$ cat src/rtl/alu_sequencer_pkg.sv
// alu_sequencer_pkg
//   Shared definitions for the ALU sequencer: opcode encodings, FSM state
//   encoding and a helper that classifies opcodes as supported or not.
package alu_sequencer_pkg;

  localparam logic [2:0] OP_ADD = 3'd0;
  localparam logic [2:0] OP_MUL = 3'd2;
  localparam logic [2:0] OP_RSH = 3'd3;
  localparam logic [2:0] OP_AND = 3'd5;

  typedef enum logic [1:0] {
    ST_IDLE  = 2'd0,
    ST_ISSUE = 2'd1,
    ST_HOLD  = 2'd2
  } state_t;

  function automatic logic op_supported(input logic [2:0] op);
    return (op == OP_ADD) || (op == OP_MUL) || (op == OP_RSH) || (op == OP_AND);
  endfunction

endpackage

$ cat src/rtl/alu_sequencer_alu.sv
// alu_sequencer_alu
//   Purely combinational ALU.
//   Ports:
//     i_opcode  - operation select (add, mul, right-shift, and)
//     i_a, i_b  - operands, WIDTH bits
//     o_result  - result, WIDTH bits (0 for unsupported opcodes)
//     o_err     - 1 when i_opcode is unsupported
module alu_sequencer_alu
  import alu_sequencer_pkg::*;
#(
  parameter int WIDTH = 12
) (
  input  logic [2:0]       i_opcode,
  input  logic [WIDTH-1:0] i_a,
  input  logic [WIDTH-1:0] i_b,
  output logic [WIDTH-1:0] o_result,
  output logic             o_err
);

  logic [2*WIDTH-1:0] w_prod;

  // Full-width product; only the low half is returned.
  assign w_prod = {{WIDTH{1'b0}}, i_a} * {{WIDTH{1'b0}}, i_b};

  always_comb begin
    o_result = '0;
    o_err    = 1'b0;
    case (i_opcode)
      OP_ADD:  o_result = i_a + i_b;
      OP_MUL:  o_result = w_prod[WIDTH-1:0];
      OP_RSH:  o_result = i_a >> i_b;
      OP_AND:  o_result = i_a & i_b;
      default: o_err    = 1'b1;
    endcase
  end

endmodule

$ cat src/rtl/alu_sequencer.sv
// alu_sequencer
//   Accepts one ALU instruction at a time, runs it through the ALU from
//   registered operands, and holds the result until downstream takes it.
//   Keeps an accumulator (last result) usable as operand A via in_chain.
//   Ports:
//     clk, rst_n          - clock, synchronous active-low reset
//     in_valid/in_ready   - instruction handshake
//     in_opcode, in_op_a, in_op_b, in_chain, acc_clr - instruction fields
//     out_valid/out_ready - result handshake
//     out_data, out_err   - result and unsupported-opcode flag
//     op_count            - saturating count of completed instructions
module alu_sequencer
  import alu_sequencer_pkg::*;
#(
  parameter int WIDTH = 12
) (
  input  logic             clk,
  input  logic             rst_n,
  input  logic             in_valid,
  output logic             in_ready,
  input  logic [2:0]       in_opcode,
  input  logic [WIDTH-1:0] in_op_a,
  input  logic [WIDTH-1:0] in_op_b,
  input  logic             in_chain,
  input  logic             acc_clr,
  output logic             out_valid,
  input  logic             out_ready,
  output logic [WIDTH-1:0] out_data,
  output logic             out_err,
  output logic [15:0]      op_count
);

  state_t           r_state;
  logic [2:0]       r_opcode;
  logic [WIDTH-1:0] r_op_a;
  logic [WIDTH-1:0] r_op_b;
  logic [WIDTH-1:0] r_acc;
  logic [WIDTH-1:0] r_out_data;
  logic             r_out_err;
  logic [15:0]      r_op_count;
  logic             r_in_ready;
  logic             r_out_valid;

  logic [WIDTH-1:0] w_alu_res;
  logic             w_alu_err;

  alu_sequencer_alu #(.WIDTH(WIDTH)) u_alu (
    .i_opcode (r_opcode),
    .i_a      (r_op_a),
    .i_b      (r_op_b),
    .o_result (w_alu_res),
    .o_err    (w_alu_err)
  );

  always_ff @(posedge clk) begin
    if (!rst_n) begin
      r_state     <= ST_IDLE;
      r_opcode    <= OP_ADD;
      r_op_a      <= '0;
      r_op_b      <= '0;
      r_acc       <= '0;
      r_out_data  <= '0;
      r_out_err   <= 1'b0;
      r_op_count  <= '0;
      r_in_ready  <= 1'b1;
      r_out_valid <= 1'b0;
    end else begin
      case (r_state)
        ST_IDLE: begin
          if (acc_clr) r_acc <= '0;
          if (in_valid && r_in_ready) begin
            r_opcode   <= in_opcode;
            // A clear in the same cycle as a chained accept zeroes operand A.
            r_op_a     <= in_chain ? (acc_clr ? '0 : r_acc) : in_op_a;
            r_op_b     <= in_op_b;
            r_in_ready <= 1'b0;
            r_state    <= ST_ISSUE;
          end
        end
        ST_ISSUE: begin
          // Unsupported opcodes yield 0 from the ALU and still land in the
          // accumulator.
          r_out_data  <= w_alu_res;
          r_out_err   <= w_alu_err;
          r_acc       <= w_alu_res;
          r_out_valid <= 1'b1;
          r_state     <= ST_HOLD;
        end
        ST_HOLD: begin
          if (out_ready) begin
            r_out_valid <= 1'b0;
            r_in_ready  <= 1'b1;
            if (r_op_count != 16'hFFFF) r_op_count <= r_op_count + 16'd1;
            r_state     <= ST_IDLE;
          end
        end
        default: begin
          r_out_valid <= 1'b0;
          r_in_ready  <= 1'b1;
          r_state     <= ST_IDLE;
        end
      endcase
    end
  end

  assign in_ready  = r_in_ready;
  assign out_valid = r_out_valid;
  assign out_data  = r_out_data;
  assign out_err   = r_out_err;
  assign op_count  = r_op_count;

endmodule
$ cat config.mk
export PLATFORM = sky130hd
export DESIGN_NAME = alu_sequencer
export DESIGN_NICKNAME = d
export VERILOG_FILES = /design/src/rtl/alu_sequencer_pkg.sv /design/src/rtl/alu_sequencer_alu.sv /design/src/rtl/alu_sequencer.sv
export SDC_FILE = /design/constraint.sdc
export NUM_CORES = 1
export LEC_CHECK = 0
export ABC_AREA = 1
export CORE_MARGIN = 5
export CORE_UTILIZATION = 48
export DETAILED_ROUTE_END_ITERATION = 16
export PLACE_DENSITY = 0.7
export SYNTH_ARGS = -nofsm -noshare
export SYNTH_HDL_FRONTEND = slang
export SYNTH_SLANG_ARGS = --single-unit
$ cat constraint.sdc
create_clock -name clk -period 10.5 [get_ports clk]
set_input_delay 2.625 -clock clk [delete_from_list [all_inputs] [get_ports clk]]
set_output_delay 2.625 -clock clk [all_outputs]
set_load 0.05 [all_outputs]
==> results of run 1 <==
-- power by group through the flow --
| stage | combinational (mW) | sequential, mW | clock (mW) |
|---|---|---|---|
| CTS | 0.294 | 0.333 | 0.339 |
| floorplan | 0.217 | 0.329 | 0 |
| detailed placement | 0.291 | 0.339 | 0 |
| finish | 0.294 | 0.335 | 0.336 |
| global placement | 0.289 | 0.339 | 0 |
| global route | 0.334 | 0.338 | 0.352 |
-- area by class of cell --
cell class / instances / share of cell area
multi-input combinational: 673 / 0.555
sequential: 72 / 0.195
timing repair buffer: 67 / 0.0895
tap: 176 / 0.0298
inverter: 168 / 0.0854
clock inverter: 5 / 0.0107
clock buffer: 11 / 0.0342
-- cell usage after synthesis, types with 3 or more instances --
master,n,area share
nor2_2,4,0.0039
clkbuf_1,24,0.014
a221oi_1,4,0.0055
o21a_1,4,0.0047
nand3_1,56,0.044
fa_1,40,0.13
a21oi_1,100,0.079
xnor2_1,3,0.0041
a31oi_1,3,0.0030
or2_2,5,0.0049
o21ai_1,11,0.0087
ha_1,42,0.083
o211ai_1,3,0.0036
buf_2,10,0.0079
nor3_1,13,0.010
o21ai_0,56,0.044
nor4_1,4,0.0039
nand4_1,6,0.0059
dfxtp_1,72,0.23
nand2_1,246,0.15
inv_2,14,0.0083
nor2_1,49,0.029
inv_1,152,0.090
-- sequential cells by signal (all words and copies together), names as in the netlist --
signal and flops:
in_ready 1, op_count 16, out_data 12, out_err 1, out_valid 1, r_acc 12
r_op_a 12, r_op_b 12, r_opcode 3, r_state 2
-- metrics by stage --
stage,hold slack [ps],std cells
after detailed placement,456,1156
after global routing,473,1172
after CTS,460,1172
final,460,1172
after global placement,455,1156
after floorplan,438,952
-- worst max-delay path by stage --
stage	from	end	slack, ps
after CTS	r_op_b[4]	r_acc[9]	5450
final	r_op_b[4]	r_acc[9]	5390
after global routing	r_op_b[4]	r_acc[9]	5050
after floorplan	r_op_b[3]	out_data[11]	5920
after detailed placement	r_op_b[4]	out_data[9]	5460
after global placement	r_op_b[4]	r_acc[9]	5520
-- critical path, stage by stage (launching register included) --
cell and delay [ps]:
dfxtp_1 600, ha_1 290, inv_1 110, fa_1 510, inv_1 50, fa_1 450, ha_1 330, fa_1 530
inv_1 50, fa_1 530, inv_1 40, ha_1 320, a21oi_1 210, o21ai_0 120, a41oi_1 220, nand2_1 80
nand2_1 120, nand3_1 120, o21ai_1 180, a21oi_1 80
-- metal layers --
layer | share of wire | wire length [um] | GRT usage | up-vias
met5 | 0 | 0 | 0 | -
li1 | - | - | - | 3119
met1 | 0.48 | 8410 | 0.326 | 2857
met3 | 0.059 | 1040 | 0.0307 | 22
met4 | 0.015 | 266 | 0.0599 | 0
met2 | 0.45 | 7810 | 0.351 | 220
-- cell families (layout without fill, tap and decap cells) --
logic type	Yosys count	count (layout)	share of synthesized area
buf+inv	207	251	0.127
flops	72	72	0.227
simple gates	394	394	0.267
xor+xnor	4	4	0.00552
compound gates	193	193	0.164
fa+ha+maj	82	82	0.209
==> flow_summary.toml, run 1 <==
[power_and_ir_drop]
vdd_drop_max_v = 0.000107
leakage_nw = 3.45
power_frac_clock = 0.349
comb_power_share = 0.304
p_sw_mw = 0.345
finalPower_mw = 0.965
power_frac_seq = 0.347
cellPowerDensity_nw_per_um2 = 131
internal_power_mw = 0.620
switching_share = 0.358

[routing]
firstDrtPassIters = 7
drc = 0
ant_nets = 0
wl_per_cell_um = 15.0
routed_wl_um = 17500
viasPerCell = 5.31
vias = 6218
drt_iter0_drc = 434

[placement]
place_area_sq_um = 7050
pre_cts_slack_ps = 5460
portBuffers = 63
gp_congestion = 0.941
dp_hpwl_um = 13800

[grt]
grt_pass1_wl_um = 29300
grt_usage = 0.224
grt_pass1_vias = 5941
antenna_found_initial = 0
grt_start_max_net_pins = 45
gr-total-overflow = 0

[worst_setup_path]
cp_data_required_time_ps = 10670
r2r_end = "r_acc[9]"
reg2reg_depth = 19
critPathKind = "reg -> reg"
crit_arrival_ps = 5270
start_kind = "flip-flop"
worstReg2RegStart = "r_op_b[4]"
cp_max_fo = 11
end_kind = "flip-flop"
ff2ff_setup_slack_ps = 5390

[synth]
synth_edf_count = 0
syn_inst = 952
synth.yosys.warnings = 0
ys_types = 47
ys_ff_latch = 72
ys.flop_type = "dfxtp_1"
syn_avg_cell_area_sq_um = 6.66
async_flop_share = 0
synth_nets = 1067
yosysSeqAreaShare = 0.227
synthesis.area_sq_um = 6340

[clocking]
cts-hold-fix-buffers = 0
cts.sinks = 72
cts_made_buffers = 9
root_buffer = "clkbuf_16"
path_clk_slew_ps = 60
post_cts_buffers = 0
htree_levels = 3
cts_tree = "built"
cts_resized = 0
clk_latency_ps = 330
ctsLongestPathBuffers = 2

[timing]
maxSlewHeadroom = 0.281
finClkSkew_ps = 7.18
max_freq_mhz = 196
timing.setup.tns_ps = 0
setup_ws_ps = 5390
slew_violations = 0
rsz0062_at_grt = "false"
worst_pin_slew_ps = 1070
setup_viol = 0
layout_min_cycle_time_ps = 5110
hold_violations = 0
final.period_utilization = 0.486

[floorplanning]
num_rows = 42
coreArea_sq_um = 13100
dieWidth_um = 125
die-area_sq_um = 15600
start_util = 0.485
ioPinCount = 64
die_h_um = 125

[min_path]
holdPathEnd = "r_op_a[8]"
hold_path.class = "reg -> reg"
hold_depth = 2
min_from = "r_acc[8]"

[job]
cap_violations = 0

[finish]
multiInputGateArea_sq_um = 4100
final_common_cell = "nand2_1"
fin_nets = 1106
fillCellCount = 1283
design_area_sq_um = 7380
n_antenna_cell = 0
seq_area_sq_um = 1440
final_util = 0.564
syn_to_final_growth_pct = 16.4
drive_gt1_frac = 0.0512
layout.cells.most_common_list = "246 x nand2_1, 152 x inv_1, 100 x a21oi_1"

[run_status]
run_status = "completed"
(Power assumes the default switching activity.)
==> run 2: changes to the inputs <==
==> constraint.sdc (replaced) <==
create_clock -name clk -period 4.9 [get_ports clk]
set_input_delay 1.225 -clock clk [delete_from_list [all_inputs] [get_ports clk]]
set_output_delay 1.225 -clock clk [all_outputs]
set_load 0.05 [all_outputs]
==> run 2 against run 1 <==
Clock skew is 0.75 ps lower. Critical path depth is 4 higher. Combinational power is 140% higher. Non-clock buffer count is 18 higher. Count of clock-buffer cells in the layout is 3 higher. Final area is 1.9% higher. Clock power is 87% higher. Via count is 1.3% higher. First-iteration DRC count is 35% higher. Critical path type unchanged. Largest power group is now combinational cells.
==> flow_summary.toml, run 2 (synthesized netlist as in run 1, its figures left out) <==
[finish]
drive_gt1_frac = 0.0769
largest_register_ffs = 16
fin_nets = 1124
syn_to_final_growth_pct = 18.6
fillCellCount = 1254
final_util = 0.575
n_antenna_cell = 0
layout.cells.most_common_list = "246 x nand2_1, 152 x inv_1, 98 x a21oi_1"
final_common_cell = "nand2_1"

[clocking]
root_buffer = "clkbuf_16"
path_clk_slew_ps = 60
ctsLongestPathBuffers = 2
htree_levels = 3
cts-hold-fix-buffers = 0
cts_tree = "built"
cts_made_buffers = 9
clk_latency_ps = 330
cts.sinks = 72

[power_and_ir_drop]
cellPowerDensity_nw_per_um2 = 269
vdd_drop_max_v = 0.000245
leakage_nw = 3.51

[placement]
dp_hpwl_um = 14400
gp_congestion = 0.963
portBuffers = 63

[worst_setup_path]
cp_data_required_time_ps = 5070
critPathKind = "reg -> reg"
cp_max_fo = 7
cpPeakStageDelay_ps = 530
critPathSlowestCell = "fa_1"
path_buf_inv = 5
end_kind = "flip-flop"
crit_family = "adder cells"
start_kind = "flip-flop"
crit_arrival_ps = 4820
crit_chain = "buf_4 > nand2_1 > fa_1 > inv_1 > ha_1 > fa_1 > ha_1 > inv_1 > fa_1 > inv_1 > ha_1 > nand2_1 > inv_1 > o21a_1 > nor2_1 > nor2_1 > o21ai_0 > nand2_1 > nor2_1 > nand3b_1 > nand3_1 > nand2_1 > a21oi_1"

[floorplanning]
ioPinCount = 64
coreArea_sq_um = 13100
num_rows = 42
die_h_um = 125
dieWidth_um = 125
start_util = 0.485
die-area_sq_um = 15600

[timing]
timing.setup.tns_ps = 0
final.period_utilization = 0.949
whs_ps = 466
finClkSkew_ps = 6.43
hold_violations = 0
slew_violations = 0
layout_min_cycle_time_ps = 4650
rsz0062_at_grt = "false"
setup_viol = 0
worst_pin_slew_ps = 951
max_freq_mhz = 215
maxSlewHeadroom = 0.364

[routing]
drt_iter0_drc = 585
wl_per_cell_um = 15.3
routed_wl_um = 18200
vias = 6297
ant_nets = 0
firstDrtPassIters = 5
viasPerCell = 5.29
drc = 0

[run_status]
run_status = "completed"

[grt]
grt_start_max_net_pins = 45
grt_pass1_wl_um = 30400
antenna_found_initial = 0
grt_usage = 0.237
gr-total-overflow = 0
grt_pass1_vias = 6074

[job]
cap_violations = 0

[min_path]
hold_path.class = "reg -> reg"
[run 2: path summary, 6_finish.rpt]
check                 start   endpoint  slack, ps  cells past startpoint
setup / recovery  r_op_a[1]  r_acc[10]        250                     23
hold / removal     r_acc[8]  r_op_a[8]        470                      2
setup reg to reg  r_op_a[1]  r_acc[10]        250                     23
hold reg to reg    r_acc[8]  r_op_a[8]        470                      2
[run 2: layout make-up]
class	count	area [sq um]	share of cell area
inverters	168	631	0.0838
well taps	176	220	0.0293
clock buffers	14	274	0.0364
clock inverters	2	12.5	0.00166
multi-input cells	673	4140	0.550
repair buffers	85	796	0.106
flip-flops and latches	72	1450	0.193
[run 2: through the flow]
stage,instance area [sq um],power [mW],setup WS (ps),cells
6_report,7520,2.02,251,1190
5_1_grt,7520,2.15,9.44,1190
4_1_cts,7470,2.02,72.5,1190
3_5_place_dp,7180,1.38,73.2,1174
3_3_place_gp,7180,1.37,203,1174
2_1_floorplan,6340,1.17,317,952
[run 2: power breakdown]
group	internal [mW]	leakage [nW]	switching [mW]
Sequential	0.631	0.589	0.0632
Clock	0.384	0.139	0.245
Combinational	0.256	2.79	0.444
[run 2: metal layers]
metal / GRT usage / vias to the layer above / wire length [um]
li1: - / 3147 / -
met1: 0.343 / 2893 / 8540
met2: 0.368 / 229 / 8080
met3: 0.0341 / 28 / 1280
met4: 0.0702 / 0 / 331
met5: 0 / - / 0
[run 2: worst reg2reg max path: stages (launching register included)]
cell	delay, ps
dfxtp_1	450
buf_4	210
nand2_1	80
fa_1	500
inv_1	40
ha_1	190
fa_1	480
ha_1	290
inv_1	60
fa_1	530
inv_1	40
ha_1	350
nand2_1	90
inv_1	50
o21a_1	170
nor2_1	130
nor2_1	70
o21ai_0	150
nand2_1	90
nor2_1	80
nand3b_1	170
nand3_1	110
nand2_1	100
a21oi_1	70
[run 2: what timing repair did]
action                     CTS  global route
setup endpoints to repair    0             6
gates resized for setup      0            13
buffers inserted             0             0
hold endpoints to repair     0             0
==> run 3: changes to the inputs <==
--- a/config.mk
+++ b/config.mk
@@ -9,7 +9,8 @@
 export CORE_MARGIN = 5
 export CORE_UTILIZATION = 48
 export DETAILED_ROUTE_END_ITERATION = 16
-export PLACE_DENSITY = 0.7
+export DONT_BUFFER_PORTS = 1
+export PLACE_DENSITY = 0.64
 export SYNTH_ARGS = -nofsm -noshare
 export SYNTH_HDL_FRONTEND = slang
 export SYNTH_SLANG_ARGS = --single-unit
==> run 3 against run 2 <==
Highest routed layer unchanged. Register-to-register slack worse by 40 ps. Critical endpoint is now r_acc[11]. Die area stayed put. Setup slack worse by 36 ps.
==> flow_summary.toml, run 3 (synthesized netlist as in run 1, its figures left out) <==
[finish]
final_common_cell = "nand2_1"
largest_register_ffs = 16
layout.cells.most_common_list = "245 x nand2_1, 151 x inv_1, 99 x a21oi_1"
syn_to_final_growth_pct = 10.2
fin_nets = 1064
n_antenna_cell = 0
fillCellCount = 1336
design_area_sq_um = 6990
drive_gt1_frac = 0.0954

[power_and_ir_drop]
power_frac_seq = 0.344
comb_power_share = 0.294
internal_power_mw = 1.37
vdd_drop_max_v = 0.000264
cellPowerDensity_nw_per_um2 = 303
power_frac_clock = 0.362
p_sw_mw = 0.750
switching_share = 0.354
leakage_nw = 3.33

[floorplanning]
die_h_um = 125
coreArea_sq_um = 13100
dieWidth_um = 125
ioPinCount = 64
num_rows = 42
die-area_sq_um = 15600
start_util = 0.485

[grt]
grt_pass1_wl_um = 29400
grt_start_max_net_pins = 45
gr-total-overflow = 0
grt_usage = 0.228
antenna_found_initial = 0
grt_pass1_vias = 5831

[timing]
maxSlewHeadroom = 0.341
finClkSkew_ps = 7.28
timing.setup.tns_ps = 0
hold_violations = 0
max_freq_mhz = 213
rsz0062_at_grt = "false"
setup_viol = 0
final.period_utilization = 0.956
layout_min_cycle_time_ps = 4680
worst_pin_slew_ps = 984
setup_ws_ps = 215
slew_violations = 0

[routing]
viasPerCell = 5.33
drc = 0
drt_iter0_drc = 425
firstDrtPassIters = 5
ant_nets = 0
vias = 6025
wl_per_cell_um = 15.6
routed_wl_um = 17600

[clocking]
ctsLongestPathBuffers = 2
cts.sinks = 72
cts_made_buffers = 9
cts_tree = "built"
clk_latency_ps = 340
htree_levels = 3
cts-hold-fix-buffers = 0
path_clk_slew_ps = 60
post_cts_buffers = 0
root_buffer = "clkbuf_16"

[placement]
portBuffers = 0
place_area_sq_um = 6590
gp_congestion = 0.961
dp_hpwl_um = 14100
pre_cts_slack_ps = 53.7

[worst_setup_path]
cp_max_fo = 4
cpPeakStageDelay_ps = 540
end_kind = "flip-flop"
critPathSlowestCell = "fa_1"
crit_arrival_ps = 4860
critPathKind = "reg -> reg"
cp_common_cell = "fa_1"
crit_chain = "ha_2 > inv_2 > fa_1 > fa_1 > inv_1 > fa_1 > fa_1 > inv_1 > fa_1 > inv_1 > ha_1 > a21oi_1 > o21ai_0 > a31oi_1 > nand3_1 > nand3_2 > nand3_1 > nand2_1 > a21oi_1"
cp_data_required_time_ps = 5070
start_kind = "flip-flop"

[run_status]
run_status = "completed"

[min_path]
hold_path.class = "reg -> reg"

[job]
cap_violations = 0
-- run 3: cell count changes in the layout (fill, tap and decap cells not counted), sizes merged --
cell           change
clkbuf             -3
bufinv             +3
clkdlybuf4s50     -63
clkinvlp           -1
clkinv             +1
buf                +3
-- run 3: final timing paths --
| kind | slack, ps | depth (start not counted) | endpoint | from |
|---|---|---|---|---|
| setup / recovery | 220 | 19 | r_acc[11] | r_op_a[5] |
| hold reg to reg | 460 | 2 | r_op_a[11] | r_acc[11] |
| hold / removal | 460 | 2 | r_op_a[11] | r_acc[11] |
| setup reg to reg | 220 | 19 | r_acc[11] | r_op_a[5] |
-- run 3: timing repair --
| item | 4_1_cts | 5_1_grt |
|---|---|---|
| endpoints found under the setup margin | 0 | 6 |
| endpoints found under the hold margin | 0 | 0 |
| resized for setup | 0 | 23 |
-- run 3: power groups by stage --
stage          Clock (mW)  Combinational, mW  Sequential, mW
3_3_place_gp            0              0.602           0.737
2_1_floorplan           0              0.464           0.705
3_5_place_dp            0              0.605           0.737
6_report            0.766              0.623           0.728
4_1_cts             0.776              0.609           0.724
5_1_grt             0.805              0.715           0.735
-- run 3: metrics by stage --
step / std cells / util / total power, mW / hold WS [ps]
6_report: 1130 / 0.534 / 2.12 / 459
3_5_place_dp: 1114 / 0.504 / 1.34 / 452
2_1_floorplan: 952 / - / 1.17 / 438
4_1_cts: 1130 / 0.530 / 2.11 / 458
3_3_place_gp: 1114 / 0.504 / 1.34 / 450
5_1_grt: 1130 / 0.534 / 2.25 / 493
-- run 3: area by class of cell --
cell class,count,area (sq um),area share
sequential,72,1460,0.209
clock buffer,11,243,0.0347
tap,176,220,0.0315
inverter,168,631,0.0902
timing repair buffer,25,200,0.0286
multi-input combinational,673,4130,0.591
clock inverter,5,104,0.0149
-- run 3: critical path: cells and delay by family (launching register included) --
family,cells,cell delay [ps]
DFF,1,340
and+or+nand+nor,4,400
AOI/OAI and AO/OA,4,510
buffers and inverters,4,210
adders and majority gates,7,3050
-- run 3: metal layers --
| layer | vias up | wire length (um) | track usage |
|---|---|---|---|
| li1 | 3034 | - | - |
| met1 | 2743 | 7840 | 0.315 |
| met2 | 214 | 7970 | 0.356 |
| met3 | 34 | 1370 | 0.0469 |
| met4 | 0 | 450 | 0.0823 |
| met5 | - | 0 | 0 |
